File: src/rtl/cpu_exec_core.sv
// cpu_exec_core: execution slice of the 8-bit microprocessor.
// Holds the instruction decoder, an ALU with a registered result and
// flags, and the data-memory address/write-data multiplexer.
// Optional build macro ALU_ROTATE_EN: opcodes 7/8 become ROL/ROR instead
// of the logical shifts SHL/SHR.
module cpu_exec_core #(
    parameter int DATA_W = 8,
    parameter int ADDR_W = 4
) (
    input  logic              clk,
    input  logic              reset,
    input  logic [7:0]        inst,
    input  logic [DATA_W-1:0] alu_a,
    input  logic [DATA_W-1:0] alu_b,
    input  logic [DATA_W-1:0] r0_data,
    input  logic              mem_write_tb,
    input  logic              mem_read_tb,
    input  logic [ADDR_W-1:0] access_addr_tb,
    input  logic [DATA_W-1:0] mem_write_data_tb,
    output logic [3:0]        opcode,
    output logic [1:0]        rd,
    output logic [1:0]        rs,
    output logic [1:0]        prevrd,
    output logic              mem_read,
    output logic              mem_write,
    output logic              reg_write,
    output logic [DATA_W-1:0] immediate_value,
    output logic [DATA_W-1:0] alu_result,
    output logic [DATA_W-1:0] flag,
    output logic [ADDR_W-1:0] mem_access_addr,
    output logic [DATA_W-1:0] mem_write_data
);

    typedef enum logic [3:0] {
        OP_NOP   = 4'h0,
        OP_ADD   = 4'h1,
        OP_SUB   = 4'h2,
        OP_AND   = 4'h3,
        OP_OR    = 4'h4,
        OP_XOR   = 4'h5,
        OP_NOT   = 4'h6,
        OP_SHL   = 4'h7,
        OP_SHR   = 4'h8,
        OP_ADDI  = 4'h9,
        OP_MOVI  = 4'hA,
        OP_LOAD  = 4'hB,
        OP_STORE = 4'hC,
        OP_CMP   = 4'hD,
        OP_INC   = 4'hE,
        OP_DEC   = 4'hF
    } opcode_t;

    opcode_t           w_op;
    logic [DATA_W-1:0] w_imm;
    logic [1:0]        w_rd;
    logic              w_regWrite;

    logic [DATA_W:0]   w_ext;
    logic [DATA_W-1:0] w_res;
    logic              w_carry;
    logic              w_ovf;
    logic              w_updRes;
    logic              w_updFlag;
    logic [DATA_W-1:0] w_flagNext;

    logic [DATA_W-1:0] r_aluResult;
    logic [DATA_W-1:0] r_flag;
    logic [1:0]        r_prevrd;

    assign w_op  = opcode_t'(inst[7:4]);
    assign w_imm = {{(DATA_W-4){1'b0}}, inst[3:0]};

    // Decode: immediate and memory opcodes always target R0; strobes are
    // suppressed while reset is held low.
    always_comb begin
        w_rd       = inst[3:2];
        w_regWrite = 1'b1;
        case (w_op)
            OP_ADDI, OP_MOVI, OP_LOAD, OP_STORE: w_rd = 2'b00;
            default: ;
        endcase
        case (w_op)
            OP_NOP, OP_STORE, OP_CMP: w_regWrite = 1'b0;
            default: ;
        endcase
    end

    assign opcode          = inst[7:4];
    assign rd              = w_rd;
    assign rs              = inst[1:0];
    assign immediate_value = w_imm;
    assign mem_read        = reset & (w_op == OP_LOAD);
    assign mem_write       = reset & (w_op == OP_STORE);
    assign reg_write       = reset & w_regWrite;

    // ALU: next result, carry/borrow and signed overflow for the current opcode.
    always_comb begin
        w_ext     = '0;
        w_res     = r_aluResult;
        w_carry   = 1'b0;
        w_ovf     = 1'b0;
        w_updRes  = 1'b1;
        w_updFlag = 1'b1;
        case (w_op)
            OP_ADD: begin
                w_ext   = {1'b0, alu_a} + {1'b0, alu_b};
                w_res   = w_ext[DATA_W-1:0];
                w_carry = w_ext[DATA_W];
                w_ovf   = (alu_a[7] == alu_b[7]) && (w_res[7] != alu_a[7]);
            end
            OP_ADDI: begin
                w_ext   = {1'b0, alu_a} + {1'b0, w_imm};
                w_res   = w_ext[DATA_W-1:0];
                w_carry = w_ext[DATA_W];
                w_ovf   = !alu_a[7] && w_res[7];
            end
            OP_INC: begin
                w_ext   = {1'b0, alu_a} + 9'd1;
                w_res   = w_ext[DATA_W-1:0];
                w_carry = w_ext[DATA_W];
                w_ovf   = !alu_a[7] && w_res[7];
            end
            OP_SUB, OP_CMP: begin
                w_ext    = {1'b0, alu_a} - {1'b0, alu_b};
                w_res    = w_ext[DATA_W-1:0];
                w_carry  = w_ext[DATA_W];
                w_ovf    = (alu_a[7] != alu_b[7]) && (w_res[7] != alu_a[7]);
                w_updRes = (w_op == OP_SUB);
            end
            OP_DEC: begin
                w_ext   = {1'b0, alu_a} - 9'd1;
                w_res   = w_ext[DATA_W-1:0];
                w_carry = w_ext[DATA_W];
                w_ovf   = alu_a[7] && !w_res[7];
            end
            OP_AND: w_res = alu_a & alu_b;
            OP_OR:  w_res = alu_a | alu_b;
            OP_XOR: w_res = alu_a ^ alu_b;
            OP_NOT: w_res = ~alu_a;
`ifdef ALU_ROTATE_EN
            OP_SHL: begin
                w_res   = {alu_a[6:0], alu_a[7]};
                w_carry = alu_a[7];
            end
            OP_SHR: begin
                w_res   = {alu_a[0], alu_a[7:1]};
                w_carry = alu_a[0];
            end
`else
            OP_SHL: begin
                w_res   = {alu_a[6:0], 1'b0};
                w_carry = alu_a[7];
            end
            OP_SHR: begin
                w_res   = {1'b0, alu_a[7:1]};
                w_carry = alu_a[0];
            end
`endif
            OP_MOVI: w_res = w_imm;
            default: begin
                w_updRes  = 1'b0;
                w_updFlag = 1'b0;
            end
        endcase
    end

    assign w_flagNext = {3'b000, ~^w_res, w_ovf, w_res[7], w_carry, (w_res == '0)};

    // Result, flag and previous-rd registers with synchronous active-low clear.
    always_ff @(posedge clk) begin
        if (!reset) begin
            r_aluResult <= '0;
            r_flag      <= '0;
            r_prevrd    <= 2'b00;
        end else begin
            r_prevrd <= w_rd;
            if (w_updRes) begin
                r_aluResult <= w_res;
            end
            if (w_updFlag) begin
                r_flag <= w_flagNext;
            end
        end
    end

    assign alu_result = r_aluResult;
    assign flag       = r_flag;
    assign prevrd     = r_prevrd;

    // Data-transfer mux: bench load mode wins, then bench readback, then the
    // instruction immediate addresses memory with R0 as store data.
    always_comb begin
        mem_access_addr = inst[3:0];
        mem_write_data  = r0_data;
        if (mem_write_tb) begin
            mem_access_addr = access_addr_tb;
            mem_write_data  = mem_write_data_tb;
        end else if (mem_read_tb) begin
            mem_access_addr = access_addr_tb;
        end
    end

endmodule

File: config.mk
export PLATFORM = sky130hd
export DESIGN_NAME = cpu_exec_core
export DESIGN_NICKNAME = d
export VERILOG_FILES = /design/src/rtl/cpu_exec_core.sv
export SDC_FILE = /design/constraint.sdc
export NUM_CORES = 1
export LEC_CHECK = 0
export BUFFER_PORTS_ARGS = -buffer_cell sky130_fd_sc_hd__buf_2
export CORE_MARGIN = 3
export CORE_UTILIZATION = 59
export DETAILED_ROUTE_END_ITERATION = 12
export PLACE_DENSITY_LB_ADDON = 0.12
export SYNTH_ARGS = -nofsm -noshare
export SYNTH_HDL_FRONTEND = slang
export SYNTH_SLANG_ARGS = --single-unit
File: constraint.sdc
create_clock -name clk -period 8.3 [get_ports clk]
set_input_delay 2.075 -clock clk [delete_from_list [all_inputs] [get_ports clk]]
set_output_delay 2.075 -clock clk [all_outputs]
set_load 0.005 [all_outputs]
==> results of run 1 <==
## metrics by stage
step	power, uW	worst slack [ns]	utilization, %	cells	hold WS [ns]
after floorplan	246	3.13	-	447	0.457
after global placement	298	2.75	65.4	561	0.451
after detailed placement	302	2.69	65.4	561	0.456
after CTS	360	2.69	66.2	565	0.463
after global routing	392	2.53	66.2	565	0.497
final	362	2.64	66.2	565	0.461
## how the worst min path moves through the flow
stage                                      end  slack, ns  depth (start not counted)
after global placement    flag[4]$_SDFFE_PN0P_       0.45                          2
after CTS                 flag[4]$_SDFFE_PN0P_       0.46                          2
final                     flag[4]$_SDFFE_PN0P_       0.46                          2
after detailed placement  flag[4]$_SDFFE_PN0P_       0.46                          2
after global routing      flag[4]$_SDFFE_PN0P_       0.50                          2
after floorplan           flag[4]$_SDFFE_PN0P_       0.46                          2
## cells in the final DEF, fill, tap and decap left out, drive strengths merged, types with 11 or more instances in the layout
cell	instances
a21oi	23
xnor2	15
inv	26
nor2	28
nor2b	11
dfxtp	15
nor3	11
o21ai	26
buf	89
nand2	21
ha	36
mux2	14
## power by group
group	internal, uW	switching [uW]	total (uW)
logic	94.0	124	218
registers	80.4	5.02	85.5
clock network	34.0	24.5	58.4
## cell usage after synthesis, types with 5 or more instances
| master | instances |
|---|---|
| a21oi_1 | 23 |
| a22oi_1 | 6 |
| and2_1 | 7 |
| and3_1 | 10 |
| buf_2 | 11 |
| buf_4 | 20 |
| buf_6 | 10 |
| clkbuf_1 | 6 |
| dfxtp_1 | 15 |
| ha_1 | 36 |
| inv_1 | 26 |
| mux2_2 | 14 |
| mux2i_1 | 7 |
| nand2_1 | 20 |
| nand2b_1 | 6 |
| nand3_1 | 7 |
| nand4_1 | 6 |
| nor2_1 | 28 |
| nor2b_1 | 11 |
| nor3_1 | 10 |
| o21a_1 | 5 |
| o21ai_0 | 26 |
| o22ai_1 | 7 |
| xnor2_1 | 15 |
## critical path, cell delays in order
cell and delay, ns:
buf_2 0.53, nor2_1 0.30, xnor2_1 0.21, nand2_1 0.11, and2_1 0.21, buf_2 0.12
## sequential cells by signal (all words and copies together), names as in the netlist
register / flops
alu_result: 8
prevrd: 2
flag: 5
## layout make-up
type	count	area, um2
Fill cell	542	1890
Tap cell	72	90.1
Multi-Input combinational cell	357	2700
Inverter	28	105
Timing Repair Buffer	89	445
Clock buffer	4	45.0
Sequential cell	15	300
## routing by layer
layer	vias up	wire, um
met5	-	0
met4	0	281
met3	30	961
met2	218	5220
met1	1693	4290
li1	1726	-
## kinds of logic (layout without fill, tap and decap cells)
| family | Yosys count | count (layout) | share of synthesized area (%) |
|---|---|---|---|
| AND/OR/NAND/NOR | 132 | 132 | 22.1 |
| XOR/XNOR | 17 | 17 | 4.35 |
| other | 1 | 7 | 0.109 |
| AO/OA/AOI/OAI | 141 | 141 | 30.2 |
| multiplexers | 21 | 21 | 6.65 |
| buffers and inverters | 75 | 121 | 13.0 |
| flip-flops | 15 | 15 | 8.77 |
| adder cells (fa/ha/maj) | 39 | 39 | 14.9 |
==> results.ini, run 1 <==
[cells_and_area]
design_area_um2 = 3690
n_antenna_cell = 0
drive_gt1_share_pct = 24.7
nNetsFinal = 581
area_delta_synth_final_pct = 7.67

[critical_path]
startpoint_type = primary input
rr_worst_depth = 6
endpoint_kind = output port
critical_path.endpoint = rd[1]
worst-path-max-fanout = 38
r2r-end = flag[4]$_SDFFE_PN0P_
arrival_ns = 3.58
crit_type = primary input to output port
reg2reg_from = alu_result[6]$_SDFFE_PN0P_
critical_path_required_ns = 6.23
r2r_slack_ns = 6.69
setup.worst_path.start = inst[4]

[timing]
slew_violations = 0
fin_crit_ns = 5.66
hold_viol = 0
rsz0062_at_grt = no
finalSetupTns_ns = 0
maxSlewHeadroom_pct = 48.2
setup_viol = 0
fin_skew_ns = 0.000960
tightest_slew_ns = 0.757
period_share_pct = 68.1
fmax_ghz = 0.177

[cts]
clkSinkCount = 15
insertion_delay_ns = 0.24
cts_setup_buffers = 0
hold_buffers = 0
clockBufferDepth = 2
cts-buffers-inserted = 3
cts_resized = 0
cts_max_level = 1
path_clk_slew_ns = 0.06
cts_tree = yes
cts_root_buf = clkbuf_8

[logic_synthesis]
yosys_warnings = 0
synth_cells = 441
synth_top_cell_area_share_pct = 13.1
synth_seq_cells = 15
synth-seq-area-share_pct = 8.77
synth-edff-count = 0
ys_types = 78
yosysTopAreaCell = ha_1
async_flop_share_pct = 0
syn_area_um2 = 3430
ys_top_cells_by_area = ha_1 (13%), dfxtp_1 (8.8%), mux2_2 (4.6%), buf_4 (4.4%), xnor2_1 (3.8%)
syn_avg_cell_area_um2 = 7.77
synth-main-ff-cell = dfxtp_1

[routing]
vias_per_cell = 6.49
drt-initial-drc-count = 302
dr.pass1.iters = 5
totalWireLength_um = 10700
num_vias = 3667
route.detailed.drc = 0
wire_per_inst_um = 19.0
antenna_left = 0

[power_and_ir_drop]
power.density_nw_per_um2 = 98.2
ir_drop_uv = 117
leakage_uw = 0.00169

[floorplanning]
die_h_um = 82.2
initial_core_util_pct = 61.5
rows = 27
core-area_um2 = 5570
num_io_pins = 97
dieArea_um2 = 6760
fp.dieW_um = 82.2

[global_routing]
grt_max_degree = 40
antenna_found_initial = 0
grt_use_met3_pct = 3.69
grt_first_pass_wirelength_um = 16600
grt.overflow.total = 0
use_met2_pct = 56.3
grtUsageTotal_pct = 31.6
grt_util_met1_pct = 39.0
top_usage_layer = met2
grt_pass1_vias = 3304

[place]
place_congestion = 0.962
hpwl_um = 8450
io_buffers = 89
placed_area_um2 = 3640

[job]
maxCapViolations = 0

[hold_path]
hold_class = flop to flop
hp-start = flag[4]$_SDFFE_PN0P_

[run_status]
status = complete, no violations

Power figures use the tool's default switching activity.
==> inputs of run 2 (changes only) <==
Settings changed: CORE_UTILIZATION 59 to 49.
Clock period 8.3 ns to 4.8 ns, I/O delays scaled along.
==> run 2 against run 1 <==
Final area increased by 1.8%. Sequential power grew 73%. Core utilization is 9.0 points lower. Combinational power is 75% higher. Cell count is 4.6% higher. Worst setup slack got worse by 2.1 ns. Register-to-register slack lost 3.5 ns. Clock power increased by 75%. Global-route usage down 5.2 points. Power rose by 74%.
==> results.ini, run 2 (same netlist as run 1, synthesis figures left out) <==
[cts]
cts_resized = 0  ; unchanged
cts_setup_buffers = 0  ; unchanged
path_clk_slew_ns = 0.06  ; about the same
cts_tree = yes
clkSinkCount = 15  ; unchanged
insertion_delay_ns = 0.24  ; about the same
clockBufferDepth = 2  ; unchanged
cts_max_level = 1  ; unchanged
cts_root_buf = clkbuf_8
hold_buffers = 0  ; unchanged
cts-buffers-inserted = 3  ; unchanged

[timing]
fin_skew_ns = 0.000711  ; -0.000250 ns
finalSetupTns_ns = 0  ; unchanged
maxSlewHeadroom_pct = 50.3  ; +2.1 points
rsz0062_at_grt = no
period_share_pct = 88.7
setup_viol = 0  ; unchanged
fin_ws_ns = 0.541  ; -2.10 ns
fmax_ghz = 0.235
fin_crit_ns = 4.26
tightest_slew_ns = 0.726  ; -0.0309 ns
slew_violations = 0  ; unchanged
hold_viol = 0  ; unchanged

[global_routing]
antenna_found_initial = 0  ; unchanged
grt.overflow.total = 0  ; unchanged
grtUsageTotal_pct = 26.4  ; -5.2 points
grt_max_degree = 26  ; -35%
grt_pass1_vias = 3294  ; -0.30%
grt_first_pass_wirelength_um = 16400  ; -0.92%

[routing]
num_vias = 3683  ; +0.44%
route.detailed.drc = 0  ; unchanged
totalWireLength_um = 10900  ; +1.5%
dr.pass1.iters = 5  ; unchanged
wire_per_inst_um = 18.5  ; -2.9%
antenna_left = 0  ; unchanged
drt-initial-drc-count = 295  ; -2.3%
vias_per_cell = 6.23  ; -4.0%

[cells_and_area]
finish.utilization_pct = 57.2  ; -9.0 points
fill_cells = 661  ; +22%
largest_reg_flops = 8  ; unchanged
final_cell_mix = buf_2 (89), ha_1 (36), nor2_1 (28)
nNetsFinal = 586  ; +0.86%
layout_commonest_cell = buf_2
drive_gt1_share_pct = 25.7  ; +0.96 points
seqCellArea_um2 = 300  ; unchanged
n_antenna_cell = 0  ; unchanged
area_delta_synth_final_pct = 9.57
multi_input_area_um2 = 2700  ; unchanged

[place]
place_congestion = 1.07  ; +11%
io_buffers = 89  ; unchanged
pre_cts_ws_ns = 0.395  ; -2.29 ns
hpwl_um = 8710  ; +3.1%

[floorplanning]
fp.dieW_um = 89.6  ; +9.0%
dieArea_um2 = 8030  ; +19%
core-area_um2 = 6570  ; +18%
die_h_um = 89.6  ; +9.0%
rows = 29  ; +7.4%
num_io_pins = 97  ; unchanged
initial_core_util_pct = 52.2  ; -9.3 points

[power_and_ir_drop]
power_uw = 632  ; +74%
ir_drop_uv = 98.4  ; -16%
leakage_uw = 0.00172  ; +1.6%
power.density_nw_per_um2 = 168  ; +71%

[critical_path]
worst-path-max-fanout = 13  ; -66%
crit_type = primary input to flop
critical_path_required_ns = 4.97  ; -1.26 ns
startpoint_type = primary input
endpoint_kind = flop
arrival_ns = 4.43  ; +0.85 ns

[run_status]
status = complete, no violations

[hold_path]
hold_class = flop to flop

[job]
maxCapViolations = 0  ; unchanged

==> run 2: through the flow <==
stage,instance area (um2),std cells,hold slack (ns)
after floorplan,3450,447,0.457
after global placement,3710,587,0.462
after detailed placement,3710,587,0.455
after CTS,3750,591,0.464
after global routing,3750,591,0.506
final,3750,591,0.466
==> run 2: final timing paths <==
path                              start              endpoint  slack, ns  depth (start not counted)
max                            alu_a[4]  flag[4]$_SDFFE_PN0P_       0.54                         14
min                flag[4]$_SDFFE_PN0P_  flag[4]$_SDFFE_PN0P_       0.47                          2
max reg2reg  alu_result[6]$_SDFFE_PN0P_  flag[4]$_SDFFE_PN0P_       3.21                          6
min reg2reg        flag[4]$_SDFFE_PN0P_  flag[4]$_SDFFE_PN0P_       0.47                          2
==> run 2: metal layers <==
metal	up-vias	track usage, %	wire length (um)	part of all wire [%]
li1	1726	-	-	-
met4	0	7.71	294	2.7
met2	197	44.9	4950	45
met1	1736	34.8	4620	42
met3	24	3.28	1040	9.5
met5	-	0	0	0
==> run 2: critical path, stage by stage <==
cell and delay [ns]:
buf_2 0.22, clkinv_1 0.27, ha_1 0.57, and2_1 0.22, nand3_1 0.15, a2111oi_0 0.46, nor3b_1 0.12, o2111ai_1 0.16
o21ai_0 0.17, ha_1 0.32, xnor2_1 0.19, xnor2_1 0.14, nand2_1 0.07, a21boi_0 0.17
==> run 2: area by class of cell <==
type                            instances  area share [%]
Sequential cell                        15            8.00
Multi-Input combinational cell        357            72.0
Clock inverter                          1           0.133
Timing Repair Buffer                   94            12.9
Clock buffer                            3            1.10
Inverter                               28            2.80
Tap cell                               93            3.10
==> run 2: where the power goes <==
| group | internal, uW | total [uW] | leakage (uW) | switching, uW |
|---|---|---|---|---|
| combinational | 165 | 382 | 0.00157 | 217 |
| clock | 57.4 | 102 | 0.0000255 | 44.9 |
| sequential | 139 | 148 | 0.000124 | 8.82 |
| total | 362 | 632 | 0.00172 | 271 |
==> inputs of run 3 (changes only) <==
Settings changed: CORE_UTILIZATION 49 to 50, CTS_BUF_LIST set to sky130_fd_sc_hd__clkbuf_8.
==> run 3 against run 2 <==
Non-clock buffer count increased by 2. Clock power is 5% higher. Maximum frequency increased by 2.6%. Power rose by 1.6%. Clock skew is essentially flat. Die area down 1.9%. Worst hold slack got worse by 0.0013 ns. Critical path depth down 2. Critical endpoint unchanged.
==> results.ini, run 3 (same netlist as run 1, synthesis figures left out) <==
[run_status]
status = complete, no violations

[timing]
slew_violations = 0  ; unchanged
tightest_slew_ns = 0.706  ; -0.0203 ns
setup_viol = 0  ; unchanged
hold_viol = 0  ; unchanged
finalSetupTns_ns = 0  ; unchanged
fin_crit_ns = 4.15  ; -0.107 ns
hold_slack_ns = 0.465  ; -0.00127 ns
fmax_ghz = 0.241  ; +2.6%
rsz0062_at_grt = no
fin_skew_ns = 0.000846  ; +0.000136 ns
maxSlewHeadroom_pct = 52.8  ; +2.4 points
fin_ws_ns = 0.648  ; +0.107 ns
period_share_pct = 86.5  ; -2.2 points

[cells_and_area]
area_delta_synth_final_pct = 9.42
largest_reg_flops = 8  ; unchanged
finish.utilization_pct = 57.7  ; +0.56 points
final_cell_mix = buf_2 (89), ha_1 (36), nor2_1 (28)
n_antenna_cell = 0  ; unchanged
instances_no_fill = 577  ; -2.4%
layout_commonest_cell = buf_2
nNetsFinal = 588  ; +0.34%
drive_gt1_share_pct = 26.0  ; +0.30 points
fill_cells = 625  ; -5.4%

[cts]
path_clk_slew_ns = 0.07  ; about the same
cts_root_buf = clkbuf_8
cts_tree = yes
clockBufferDepth = 2  ; unchanged
cts_max_level = 1  ; unchanged
cts_resized = 0  ; unchanged
cts-buffers-inserted = 3  ; unchanged
cts_setup_buffers = 0  ; unchanged
insertion_delay_ns = 0.25  ; about the same
clkSinkCount = 15  ; unchanged
hold_buffers = 0  ; unchanged

[routing]
antenna_left = 0  ; unchanged
wire_per_inst_um = 20.2  ; +9.4%
num_vias = 3705  ; +0.60%
drt-initial-drc-count = 256  ; -13%
dr.pass1.iters = 5  ; unchanged
route.detailed.drc = 0  ; unchanged
vias_per_cell = 6.42  ; +3.0%
totalWireLength_um = 11600  ; +6.8%

[place]
io_buffers = 89  ; unchanged
pre_cts_ws_ns = 0.461  ; +0.0660 ns
hpwl_um = 9230  ; +6.0%
place_congestion = 0.968  ; -9.1%
dp_cells = 573  ; -2.4%

[power_and_ir_drop]
power.density_nw_per_um2 = 171  ; +1.7%
p_int_uw = 363  ; +0.24%
p_sw_uw = 280  ; +3.4%
pwr-share-clk_pct = 16.7  ; +0.5 points
ir_drop_uv = 90.4  ; -8.1%
seq_power_share_pct = 23.0  ; -0.4 points
leakage_uw = 0.00173  ; +0.59%
switching_share_pct = 43.6  ; +0.77 points
comb_power_share_pct = 60.3  ; about the same

[floorplanning]
die_h_um = 88.8  ; -0.94%
initial_core_util_pct = 52.7  ; +0.58 points
fp.dieW_um = 88.8  ; -0.94%
num_io_pins = 97  ; unchanged
core-area_um2 = 6490  ; -1.1%
rows = 29  ; unchanged
dieArea_um2 = 7880  ; -1.9%

[critical_path]
setup.worst_path.start = alu_a[5]
startpoint_type = primary input
crit_type = primary input to flop
endpoint_kind = flop
critical_path.endpoint = flag[4]$_SDFFE_PN0P_
arrival_ns = 4.33  ; -0.10 ns
r2r-end = flag[4]$_SDFFE_PN0P_
reg2reg_from = alu_result[6]$_SDFFE_PN0P_
r2r_slack_ns = 3.20  ; about the same
critical_path_required_ns = 4.98  ; about the same
worst-path-max-fanout = 12  ; -1
rr_worst_depth = 6  ; unchanged

[global_routing]
grt_max_degree = 30  ; +15%
grtUsageTotal_pct = 28.9  ; +2.5 points
grt_pass1_vias = 3305  ; +0.33%
grt.overflow.total = 0  ; unchanged
antenna_found_initial = 0  ; unchanged
grt_first_pass_wirelength_um = 17500  ; +6.9%

[hold_path]
hold_class = flop to flop

[job]
maxCapViolations = 0  ; unchanged

run 3: how the worst min path moves through the flow:
stage                                end  cells past startpoint                  from  slack (ns)
global route        flag[4]$_SDFFE_PN0P_                      2  flag[4]$_SDFFE_PN0P_        0.50
detailed placement  flag[4]$_SDFFE_PN0P_                      2  flag[4]$_SDFFE_PN0P_        0.46
floorplan           flag[4]$_SDFFE_PN0P_                      2  flag[4]$_SDFFE_PN0P_        0.46
global placement    flag[4]$_SDFFE_PN0P_                      2  flag[4]$_SDFFE_PN0P_        0.46
CTS                 flag[4]$_SDFFE_PN0P_                      2  flag[4]$_SDFFE_PN0P_        0.47
finish              flag[4]$_SDFFE_PN0P_                      2  flag[4]$_SDFFE_PN0P_        0.46
run 3: metal layers:
layer | vias to the layer above | GRT usage [%] | routed length (um)
met1 | 1720 | 38.0 | 4990
met4 | 0 | 8.38 | 239
met2 | 218 | 50.3 | 5370
li1 | 1741 | - | -
met5 | - | 0 | 0
met3 | 26 | 2.14 | 1050
run 3: critical path, stage by stage:
cell and delay, ns:
buf_2 0.21, clkinv_1 0.22, ha_1 0.51, o41ai_1 0.58, xnor2_1 0.19, o2111ai_1 0.21
a2111oi_2 0.34, ha_1 0.29, xnor2_1 0.20, xnor2_1 0.14, nand2_1 0.06, a21boi_0 0.17
run 3: final cells by class:
cell class	count	area, um2	share of cell area, %
Multi-Input combinational cell	357	2700	72.1
Timing Repair Buffer	96	498	13.3
Sequential cell	15	300	8.01
Inverter	28	105	2.80
Tap cell	77	96.3	2.57
Clock buffer	3	41.3	1.10
Clock inverter	1	5.00	0.134
run 3: power groups by stage:
stage                     clock network [uW]  logic (uW)  registers, uW
final                                    107         388            148
after global routing                     113         429            149
after CTS                                108         381            147
after detailed placement                   0         379            150
after global placement                     0         375            150
after floorplan                            0         275            151
run 3: stage by stage:
| step | cell area [um2] | power, uW |
|---|---|---|
| 3_5_place_dp | 3700 | 530 |
| 2_1_floorplan | 3450 | 426 |
| 3_3_place_gp | 3700 | 525 |
| 6_report | 3750 | 642 |
| 5_1_grt | 3750 | 691 |
| 4_1_cts | 3750 | 636 |
